==> src/rtl/cell_particle_reader_pkg.sv <==
`default_nettype none
// ============================================================================
//  Module      : cell_particle_reader_pkg
//  Description : Shared constants, position field offsets and the FSM state
//                type for the cell particle reader.
//  Revision    : 1.0 - initial release
// ============================================================================
package cell_particle_reader_pkg;

  // Default geometry of one cell position memory.
  localparam int DEF_DATA_WIDTH   = 96;
  localparam int DEF_PARTICLE_NUM = 220;
  localparam int DEF_ADDR_WIDTH   = 8;
  localparam int DEF_RD_LATENCY   = 1;
  localparam int DEF_FIFO_DEPTH   = 4;

  // Field layout of a RAM word {posz, posy, posx}.
  localparam int POS_WIDTH = 32;
  localparam int POSX_LSB  = 0;
  localparam int POSY_LSB  = 32;
  localparam int POSZ_LSB  = 64;

  typedef enum logic [1:0] {
    ST_IDLE  = 2'd0,
    ST_RUN   = 2'd1,
    ST_DRAIN = 2'd2,
    ST_FIN   = 2'd3
  } state_e;

endpackage
`default_nettype wire

==> src/rtl/cell_reader_fifo.sv <==
`default_nettype none
// ============================================================================
//  Module      : cell_reader_fifo
//  Description : Synchronous show-ahead FIFO. The head entry is visible on
//                dout whenever empty=0; push and pop may occur together.
//  Ports       : clk, rst  - clock, synchronous active-high reset
//                push/din  - write an entry
//                pop       - drop the head entry (ignored when empty)
//                dout      - head entry
//                empty     - no entries stored
//                level     - number of entries stored
//  Revision    : 1.0 - initial release
// ============================================================================
module cell_reader_fifo #(
  parameter  int WIDTH = 105,
  parameter  int DEPTH = 4,
  localparam int PTR_W = (DEPTH > 1) ? $clog2(DEPTH) : 1,
  localparam int LVL_W = $clog2(DEPTH + 1)
) (
  input  logic             clk,
  input  logic             rst,
  input  logic             push,
  input  logic             pop,
  input  logic [WIDTH-1:0] din,
  output logic [WIDTH-1:0] dout,
  output logic             empty,
  output logic [LVL_W-1:0] level
);

  logic [WIDTH-1:0] mem_q [DEPTH];
  logic [PTR_W-1:0] wr_ptr_q, wr_ptr_d;
  logic [PTR_W-1:0] rd_ptr_q, rd_ptr_d;
  logic [LVL_W-1:0] level_q, level_d;
  logic             do_pop;

  // Pointer wrap that also works for non-power-of-two depths.
  function automatic logic [PTR_W-1:0] ptr_inc(input logic [PTR_W-1:0] p);
    return (p == PTR_W'(DEPTH - 1)) ? '0 : p + PTR_W'(1);
  endfunction

  always_comb begin
    do_pop   = pop && (level_q != '0);
    wr_ptr_d = push   ? ptr_inc(wr_ptr_q) : wr_ptr_q;
    rd_ptr_d = do_pop ? ptr_inc(rd_ptr_q) : rd_ptr_q;
    level_d  = level_q;
    if (push && !do_pop) begin
      level_d = level_q + LVL_W'(1);
    end else if (!push && do_pop) begin
      level_d = level_q - LVL_W'(1);
    end
  end

  always_ff @(posedge clk) begin
    if (rst) begin
      wr_ptr_q <= '0;
      rd_ptr_q <= '0;
      level_q  <= '0;
    end else begin
      wr_ptr_q <= wr_ptr_d;
      rd_ptr_q <= rd_ptr_d;
      level_q  <= level_d;
    end
  end

  // Storage carries no reset: it is only observed through the level counter.
  always_ff @(posedge clk) begin
    if (push) begin
      mem_q[wr_ptr_q] <= din;
    end
  end

  // The upstream credit scheme must never push into a full FIFO.
  always_ff @(posedge clk) begin
    if (!rst) begin
      assert (!(push && !do_pop && (level_q == LVL_W'(DEPTH))));
    end
  end

  assign dout  = mem_q[rd_ptr_q];
  assign empty = (level_q == '0);
  assign level = level_q;

endmodule
`default_nettype wire

==> src/rtl/cell_particle_reader.sv <==
`default_nettype none
// ============================================================================
//  Module      : cell_particle_reader
//  Description : Streams particles 0..count-1 of one cell position memory to
//                a valid/ready consumer. Reads are credit-limited against an
//                output FIFO so backpressure never drops or repeats a beat.
//  Ports       : clk, rst           - clock, synchronous active-high reset
//                start              - pulse, begin streaming (IDLE only)
//                particle_count     - particles to stream, sampled on start
//                busy, done         - run status / completion pulse
//                mem_address/rden/wren, mem_q - cell memory read port
//                out_data/id/last/valid, out_ready - particle stream
//  Revision    : 1.0 - initial release
// ============================================================================
module cell_particle_reader
  import cell_particle_reader_pkg::*;
#(
  parameter int DATA_WIDTH   = DEF_DATA_WIDTH,
  parameter int PARTICLE_NUM = DEF_PARTICLE_NUM,
  parameter int ADDR_WIDTH   = DEF_ADDR_WIDTH,
  parameter int RD_LATENCY   = DEF_RD_LATENCY,
  parameter int FIFO_DEPTH   = DEF_FIFO_DEPTH
) (
  input  logic                  clk,
  input  logic                  rst,
  input  logic                  start,
  input  logic [ADDR_WIDTH:0]   particle_count,
  output logic                  busy,
  output logic                  done,
  output logic [ADDR_WIDTH-1:0] mem_address,
  output logic                  mem_rden,
  output logic                  mem_wren,
  input  logic [DATA_WIDTH-1:0] mem_q,
  output logic [DATA_WIDTH-1:0] out_data,
  output logic [ADDR_WIDTH-1:0] out_id,
  output logic                  out_last,
  output logic                  out_valid,
  input  logic                  out_ready
);

  localparam int CNT_W   = ADDR_WIDTH + 1;
  localparam int ENTRY_W = DATA_WIDTH + ADDR_WIDTH + 1;
  localparam int LVL_W   = $clog2(FIFO_DEPTH + 1);
  localparam int CRD_W   = $clog2(FIFO_DEPTH + RD_LATENCY + 1);

  state_e                                  state_q, state_d;
  logic [CNT_W-1:0]                        cnt_q, cnt_d;
  logic [ADDR_WIDTH-1:0]                   rd_ptr_q, rd_ptr_d;
  logic [RD_LATENCY-1:0]                   sr_vld_q, sr_vld_d;
  logic [RD_LATENCY-1:0]                   sr_last_q, sr_last_d;
  logic [RD_LATENCY-1:0][ADDR_WIDTH-1:0]   sr_id_q, sr_id_d;

  logic [CNT_W-1:0]      count_clamped;
  logic [CRD_W-1:0]      inflight;
  logic                  credit_ok;
  logic                  issue;
  logic [ADDR_WIDTH-1:0] issue_id;
  logic                  issue_last;
  logic                  fifo_pop;
  logic                  fifo_empty;
  logic [LVL_W-1:0]      fifo_level;
  logic [ENTRY_W-1:0]    fifo_dout;
  logic [DATA_WIDTH-1:0] head_data;
  logic [ADDR_WIDTH-1:0] head_id;
  logic                  head_last;

  assign count_clamped = (particle_count > CNT_W'(PARTICLE_NUM)) ?
                         CNT_W'(PARTICLE_NUM) : particle_count;

  // Reads already issued whose data has not yet reached the FIFO.
  always_comb begin
    inflight = '0;
    for (int i = 0; i < RD_LATENCY; i++) begin
      inflight = inflight + CRD_W'(sr_vld_q[i]);
    end
  end

  // A read may be issued only if its data is guaranteed a FIFO slot.
  assign credit_ok = (inflight + CRD_W'(fifo_level)) < CRD_W'(FIFO_DEPTH);

  always_comb begin
    state_d    = state_q;
    cnt_d      = cnt_q;
    rd_ptr_d   = rd_ptr_q;
    issue      = 1'b0;
    issue_id   = '0;
    issue_last = 1'b0;
    busy       = 1'b0;
    done       = 1'b0;
    case (state_q)
      ST_IDLE: begin
        if (start) begin
          busy  = 1'b1;
          cnt_d = count_clamped;
          if (count_clamped == '0) begin
            state_d = ST_FIN;
          end else begin
            // Read 0 goes out in the start cycle itself (FIFO and pipeline
            // are empty in IDLE) so the first beat is valid RD_LATENCY+1
            // cycles after start; rd_ptr therefore resumes at 1.
            issue      = 1'b1;
            issue_last = (count_clamped == CNT_W'(1));
            rd_ptr_d   = ADDR_WIDTH'(1);
            state_d    = issue_last ? ST_DRAIN : ST_RUN;
          end
        end
      end
      ST_RUN: begin
        busy = 1'b1;
        if (credit_ok) begin
          issue      = 1'b1;
          issue_id   = rd_ptr_q;
          issue_last = ({1'b0, rd_ptr_q} == (cnt_q - CNT_W'(1)));
          rd_ptr_d   = rd_ptr_q + ADDR_WIDTH'(1);
          if (issue_last) begin
            state_d = ST_DRAIN;
          end
        end
      end
      ST_DRAIN: begin
        busy = 1'b1;
        // Leave as the last beat is accepted so done trails it by one cycle.
        if (fifo_pop && head_last && (inflight == '0)) begin
          state_d = ST_FIN;
        end
      end
      ST_FIN: begin
        done    = 1'b1;
        state_d = ST_IDLE;
      end
      default: state_d = ST_IDLE;
    endcase
  end

  // Tag pipeline aligned with the RAM read latency; stage RD_LATENCY-1
  // coincides with valid mem_q.
  always_comb begin
    sr_vld_d     = sr_vld_q;
    sr_last_d    = sr_last_q;
    sr_id_d      = sr_id_q;
    sr_vld_d[0]  = issue;
    sr_last_d[0] = issue_last;
    sr_id_d[0]   = issue_id;
    for (int i = 1; i < RD_LATENCY; i++) begin
      sr_vld_d[i]  = sr_vld_q[i-1];
      sr_last_d[i] = sr_last_q[i-1];
      sr_id_d[i]   = sr_id_q[i-1];
    end
  end

  always_ff @(posedge clk) begin
    if (rst) begin
      state_q   <= ST_IDLE;
      cnt_q     <= '0;
      rd_ptr_q  <= '0;
      sr_vld_q  <= '0;
      sr_last_q <= '0;
      sr_id_q   <= '0;
    end else begin
      state_q   <= state_d;
      cnt_q     <= cnt_d;
      rd_ptr_q  <= rd_ptr_d;
      sr_vld_q  <= sr_vld_d;
      sr_last_q <= sr_last_d;
      sr_id_q   <= sr_id_d;
    end
  end

  cell_reader_fifo #(
    .WIDTH (ENTRY_W),
    .DEPTH (FIFO_DEPTH)
  ) u_fifo (
    .clk   (clk),
    .rst   (rst),
    .push  (sr_vld_q[RD_LATENCY-1]),
    .pop   (fifo_pop),
    .din   ({sr_last_q[RD_LATENCY-1], sr_id_q[RD_LATENCY-1], mem_q}),
    .dout  (fifo_dout),
    .empty (fifo_empty),
    .level (fifo_level)
  );

  assign {head_last, head_id, head_data} = fifo_dout;
  assign fifo_pop = out_valid && out_ready;

  // Beat fields are forced to zero while empty so stale storage never leaks.
  assign out_valid   = !fifo_empty;
  assign out_data    = out_valid ? head_data : '0;
  assign out_id      = out_valid ? head_id   : '0;
  assign out_last    = out_valid && head_last;
  assign mem_rden    = issue;
  assign mem_address = issue_id;
  assign mem_wren    = 1'b0;

endmodule
`default_nettype wire

==> config.mk <==
export PLATFORM = sky130hd
export DESIGN_NAME = cell_particle_reader
export DESIGN_NICKNAME = d
export VERILOG_FILES = /design/src/rtl/cell_particle_reader_pkg.sv /design/src/rtl/cell_reader_fifo.sv /design/src/rtl/cell_particle_reader.sv
export SDC_FILE = /design/constraint.sdc
export NUM_CORES = 1
export LEC_CHECK = 0
export ABC_AREA = 1
export BUFFER_PORTS_ARGS = -buffer_cell sky130_fd_sc_hd__buf_2
export CORE_MARGIN = 4
export CORE_UTILIZATION = 58
export DETAILED_ROUTE_END_ITERATION = 10
export PLACE_DENSITY = 0.8
export SYNTH_ARGS = -nofsm -noshare
export SYNTH_HDL_FRONTEND = slang
export SYNTH_SLANG_ARGS = --single-unit
==> constraint.sdc <==
create_clock -name clk -period 4.5 [get_ports clk]
set_input_delay 0.45 -clock clk [delete_from_list [all_inputs] [get_ports clk]]
set_output_delay 0.45 -clock clk [all_outputs]
set_load 0.03 [all_outputs]
==> results of run 1 <==
## state kept, by name (all words and copies together), names as in the netlist, named ones only
register         flops
sr_vld_q             1
u_fifo.wr_ptr_q      2
cnt_q                9
u_fifo.mem_q       420
sr_id_q              8
u_fifo.level         3
sr_last_q            1
rd_ptr_q             8
u_fifo.rd_ptr_q      2
state_q              2
## layout by cell type, fill, tap and decap left out, drive strengths merged, types with 2 or more instances in the layout
cell type / n
nand3: 28
a31oi: 2
a21oi: 122
nor3b: 2
ha: 13
o21ai: 220
buf: 241
xor2: 9
diode: 3
inv: 51
nor2: 468
nand4: 2
xnor2: 2
nor3: 13
a211oi: 2
dfxtp: 38
clkbuf: 60
clkinv: 19
o22ai: 2
nand2: 82
edfxtp: 420
## how the worst min path moves through the flow
| stage | startpoint | slack [ns] | end | depth (start not counted) |
|---|---|---|---|---|
| finish | mem_q[94] | 0.13 | u_fifo.mem_q[1][94]$_DFFE_PP_ | 1 |
| detailed placement | sr_last_q$_SDFF_PP0_ | 0.46 | u_fifo.mem_q[0][104]$_DFFE_PP_ | 0 |
| CTS | mem_q[56] | 0.10 | u_fifo.mem_q[0][56]$_DFFE_PP_ | 1 |
| floorplan | cnt_q[8]$_SDFFE_PP0P_ | 0.44 | cnt_q[8]$_SDFFE_PP0P_ | 2 |
| global route | mem_q[94] | 0.11 | u_fifo.mem_q[3][94]$_DFFE_PP_ | 1 |
| global placement | sr_id_q[0]$_SDFF_PP0_ | 0.45 | u_fifo.mem_q[0][96]$_DFFE_PP_ | 0 |
## logic make-up after synthesis
family,Yosys count,synth area share
flip-flops,458,0.727
XOR/XNOR,11,0.00524
adder cells (fa/ha/maj),14,0.00993
AND/OR/NAND/NOR,595,0.129
other,1,0.000204
AO/OA/AOI/OAI,353,0.0980
buffers and inverters,143,0.0306
## routing by layer
| metal | GRT usage | routed length [µm] |
|---|---|---|
| met1 | 0.299 | 16600 |
| met2 | 0.389 | 20100 |
| met3 | 0.0426 | 3000 |
| met4 | 0.0737 | 1020 |
| met5 | 0 | 41 |
## final cells by class
| class | count | area share |
|---|---|---|
| sequential | 458 | 0.632 |
| multi-input combinational | 974 | 0.210 |
| timing repair buffer | 241 | 0.0600 |
| clock buffer | 60 | 0.0583 |
| tap | 396 | 0.0234 |
| inverter | 54 | 0.0103 |
| clock inverter | 17 | 0.00532 |
| antenna | 3 | 0.000355 |
## through the flow
step                power [mW]  worst slack [ns]
global route              14.6              1.18
CTS                       14.0              1.33
finish                    13.9              1.40
floorplan                 8.97              1.42
detailed placement        10.5              1.95
global placement          10.4              1.97
## power by group
group	internal (mW)	total [mW]	switching [mW]
clock network	1.97	3.44	1.47
registers	5.10	5.29	0.190
logic	1.30	5.17	3.87
total	8.37	13.9	5.53
==> impl_metrics.json, run 1 <==
{
  "regToRegEndpoint": "u_fifo.mem_q[1][51]$_DFFE_PP_",
  "die-area_mm2": 0.0346,
  "antenna_found_initial": 6,
  "drtIter0Drc": 1070,
  "vdd_drop_max_mv": 0.478,
  "required_ns": 4.05,
  "maxCapViolations": 0,
  "clockRootBuffer": "clkbuf_16",
  "max_freq_mhz": 322,
  "slowest_stage": "dfxtp_4",
  "async_reset_ff_frac": 0,
  "n_fill_cell": 2177,
  "power.density_mw_per_mm2": 657,
  "ff2ff_path_depth": 3,
  "finalMaxSlewViolations": 0,
  "fin_util": 0.685,
  "whs_ns": 0.126,
  "die_w_um": 186,
  "final_area_mm2": 0.0212,
  "cts_max_level": 2,
  "core_mm2": 0.0309,
  "multi_input_area_mm2": 0.00445,
  "crit_family": "buffers and inverters",
  "startpoint_type": "flop",
  "yosys_warnings": 0,
  "die_y_um": 186,
  "dp_cells": 2123,
  "hold_violations": 0,
  "syn_nets": 1698,
  "clkLatencyLatePin_ns": 0.54,
  "wl_per_cell_um": 18.5,
  "synth.distinct_cells": 39,
  "grt_pass1_wl_um": 62300,
  "path_max_fanout": 67,
  "nets": 1897,
  "placed_area_mm2": 0.0198,
  "cp-end-kind": "output pin",
  "ios": 227,
  "yosysMostFrequentCell": "nor2_1",
  "tightest_slew_ns": 1.02,
  "crit_cells": 6,
  "synth_edf_count": 420,
  "vias": 12459,
  "grt_use_total": 0.228,
  "final_antenna_net_count": 0,
  "drc": 0,
  "regArea_mm2": 0.0134,
  "cts_made_buffers": 45,
  "grt_overflow": 0,
  "fin_worst_skew_ns": 0.0116,
  "yosysTopAreaCellShare": 0.686,
  "cts_setup_buffers": 0,
  "synthTopCellsByArea": "edfxtp_1 69%, nor2_1 9.5%, o21ai_0 6.0%",
  "avgViaCountPerCell": 5.66,
  "numPortBuffers": 225,
  "timing.final.crit_share": 0.690,
  "regToRegSetupSlack_ns": 2.17,
  "yosysSeqAreaShare": 0.727,
  "endpoint": "out_data[8]",
  "setup_violations": 0,
  "postCtsHoldBufs": 0,
  "status": "finished, final reports clean",
  "avgSynthCellArea_um2": 11.7,
  "first_pass_iters": 5,
  "clk_pin_slew_ns": 0.06,
  "grt_pass1_vias": 12255,
  "clockBufferDepth": 3,
  "drive_gt1_frac": 0.176,
  "initial_core_util": 0.595,
  "leakagePower_nw": 7.81,
  "totalWireLength_um": 40700,
  "fin_cells": 2203,
  "netlist_instances": 1575,
  "rows": 64,
  "grt_setup_unrepaired": "no",
  "synth_commonest_cells": "465 x nor2_1, 420 x edfxtp_1, 219 x o21ai_0, 120 x a21oi_1, 79 x nand2_1",
  "synth_seq_cells": 458,
  "area_delta_synth_final_pct": 15.1,
  "worstReg2RegStart": "sr_vld_q$_SDFF_PP0_",
  "cp_num_buf_inv": 3,
  "arrival_ns": 2.65,
  "setup_tns_ns": 0,
  "maxSlewHeadroom": 0.318,
  "crit_type": "flop to output pin",
  "syn_area_mm2": 0.0184,
  "crit_chain": "clkinv_2 -> buf_4 -> nor2_1 -> o21ai_0 -> a21oi_1 -> buf_2",
  "cts_sinks": 458,
  "hpwl_um": 23200,
  "cpPeakStageDelay_ns": 0.74,
  "ctsResizeCount": 0,
  "ys.flop_type": "edfxtp_1",
  "cts_tree": "yes",
  "min_path_type": "input pin to flop",
  "place_congestion": 0.804,
  "synth_largest_area_cell": "edfxtp_1",
  "period_needed_ns": 3.10,
  "grt_start_max_net_pins": 211
}
(Power assumes the default switching activity.)
==> inputs of run 2 (changes only) <==
Clock period 4.5 ns to 2.9 ns, I/O delays scaled along.
==> impl_metrics.json, run 2 (same netlist as run 1, synthesis figures left out) <==
{
  "drtIter0Drc": 1143,
  "largest_register_ffs": 420,
  "power.density_mw_per_mm2": 988,
  "crit_chain": "buf_12 -> nor2_1 -> nor2_1 -> o21ai_0 -> a21oi_1 -> buf_2",
  "area_delta_synth_final_pct": 21.5,
  "cts_sinks": 458,
  "regArea_mm2": 0.0134,
  "core_mm2": 0.0309,
  "vias": 12921,
  "antenna_found_initial": 2,
  "cpMostUsedCell": "nor2_1",
  "cp-end-kind": "output pin",
  "maxSlewHeadroom": 0.563,
  "arrival_ns": 2.48,
  "wl_per_cell_um": 18.8,
  "grt_start_max_net_pins": 139,
  "hold_violations": 0,
  "finalMaxSlewViolations": 0,
  "hpwl_um": 23400,
  "initial_core_util": 0.595,
  "min_to": "cnt_q[5]$_SDFFE_PP0P_",
  "multi_input_area_mm2": 0.00446,
  "fin_worst_skew_ns": 0.0207,
  "grt_pass1_wl_um": 66800,
  "numPortBuffers": 225,
  "grt_use_total": 0.245,
  "startpoint_type": "flop",
  "finalWorstSetupSlack_ns": 0.126,
  "timing.final.crit_share": 0.957,
  "ff2ff_path_depth": 9,
  "clockBufferDepth": 3,
  "final_antenna_net_count": 0,
  "slowest_stage": "buf_12",
  "setup_tns_ns": 0,
  "leakagePower_nw": 8.25,
  "final_area_mm2": 0.0223,
  "clockRootBuffer": "clkbuf_16",
  "status": "finished, final reports clean",
  "die_y_um": 186,
  "layout.cells.most_common_list": "465 x nor2_1, 420 x edfxtp_1, 225 x buf_2",
  "crit_family": "buffers and inverters",
  "cpPeakStageDelay_ns": 0.51,
  "regMostFlops": "u_fifo.mem_q",
  "worstHoldPathCells": 3,
  "tightest_slew_ns": 0.656,
  "drive_gt1_frac": 0.172,
  "nets": 2000,
  "cts_max_level": 2,
  "vdd_drop_max_mv": 0.866,
  "maxCapViolations": 0,
  "min_path_type": "input pin to flop",
  "clk_pin_slew_ns": 0.06,
  "setup_violations": 0,
  "cts_tree": "yes",
  "worstHoldStart": "particle_count[5]",
  "regToRegSetupSlack_ns": 0.90,
  "whs_ns": 0.0368,
  "power_mw": 22.1,
  "reg_top3": "u_fifo.mem_q x420, cnt_q x9",
  "place_congestion": 0.796,
  "clkLatencyLatePin_ns": 0.55,
  "die_w_um": 186,
  "grt_setup_unrepaired": "no",
  "die-area_mm2": 0.0346,
  "path_max_fanout": 138,
  "n_fill_cell": 1974,
  "final_common_cell": "nor2_1",
  "regToRegEndpoint": "state_q[1]$_SDFFE_PP0P_",
  "avgViaCountPerCell": 5.59,
  "cp_num_buf_inv": 2,
  "grt_pass1_vias": 12863,
  "ios": 227,
  "grt_overflow": 0,
  "drc": 0,
  "first_pass_iters": 5,
  "cts_made_buffers": 45,
  "rows": 64,
  "crit_type": "flop to output pin",
  "totalWireLength_um": 43400,
  "cts_setup_buffers": 0,
  "placed_area_mm2": 0.0200,
  "max_freq_mhz": 360,
  "period_needed_ns": 2.77,
  "pre_cts_slack_ns": 0.691,
  "required_ns": 2.61
}
-- run 2: metal layers --
metal  GRT usage  wire, µm  up-vias
met5           0         0        -
met4      0.0813      1030        0
met3      0.0428      3470       84
met2       0.431     21900      579
met1       0.310     17100     6148
li1            -         -     6110
-- run 2: power breakdown --
group,switching [mW],internal [mW],total (mW)
clock,2.38,3.09,5.46
sequential,0.247,7.91,8.16
combinational,6.21,2.24,8.45
total,8.83,13.2,22.1
-- run 2: final cells by class --
class / instances / area share
sequential: 458 / 0.599
multi-input combinational: 974 / 0.199
timing repair buffer: 344 / 0.108
clock buffer: 59 / 0.0532
tap: 396 / 0.0222
inverter: 54 / 0.0100
clock inverter: 24 / 0.00851
antenna: 2 / 0.000224
-- run 2: how the worst max path moves through the flow --
stage | slack (ns) | cells past startpoint | start | endpoint
5_1_grt | 0.03 | 6 | flop | out_data[26]
3_5_place_dp | 0.69 | 6 | flop | out_last
4_1_cts | 0.11 | 6 | flop | out_last
2_1_floorplan | 0.25 | 4 | u_fifo.wr_ptr_q[0]$_SDFFE_PP0P_ | u_fifo.mem_q[0][0]$_DFFE_PP_
3_3_place_gp | 0.75 | 7 | state_q[0]$_SDFFE_PP0P_ | mem_rden
6_report | 0.13 | 6 | flop | out_data[26]
-- run 2: worst register-to-register path: cells and delay by family (launching register included) --
| kind | cells | cell delay (ns) |
|---|---|---|
| and+or+nand+nor | 6 | 0.57 |
| DFF | 1 | 0.47 |
| AOI/OAI and AO/OA | 2 | 0.46 |
| buffers and inverters | 1 | 0.42 |
-- run 2: through the flow --
stage,util,cells
2_1_floorplan,-,1575
3_3_place_gp,0.646,2129
3_5_place_dp,0.646,2129
4_1_cts,0.722,2309
5_1_grt,0.723,2311
6_report,0.723,2311
-- run 2: repair_timing --
| action | 4_1_cts | 5_1_grt |
|---|---|---|
| hold buffers | 97 | 0 |
| setup endpoints to repair | 0 | 2 |
| resized for setup | 0 | 2 |
| endpoints found under the hold margin | 385 | 0 |
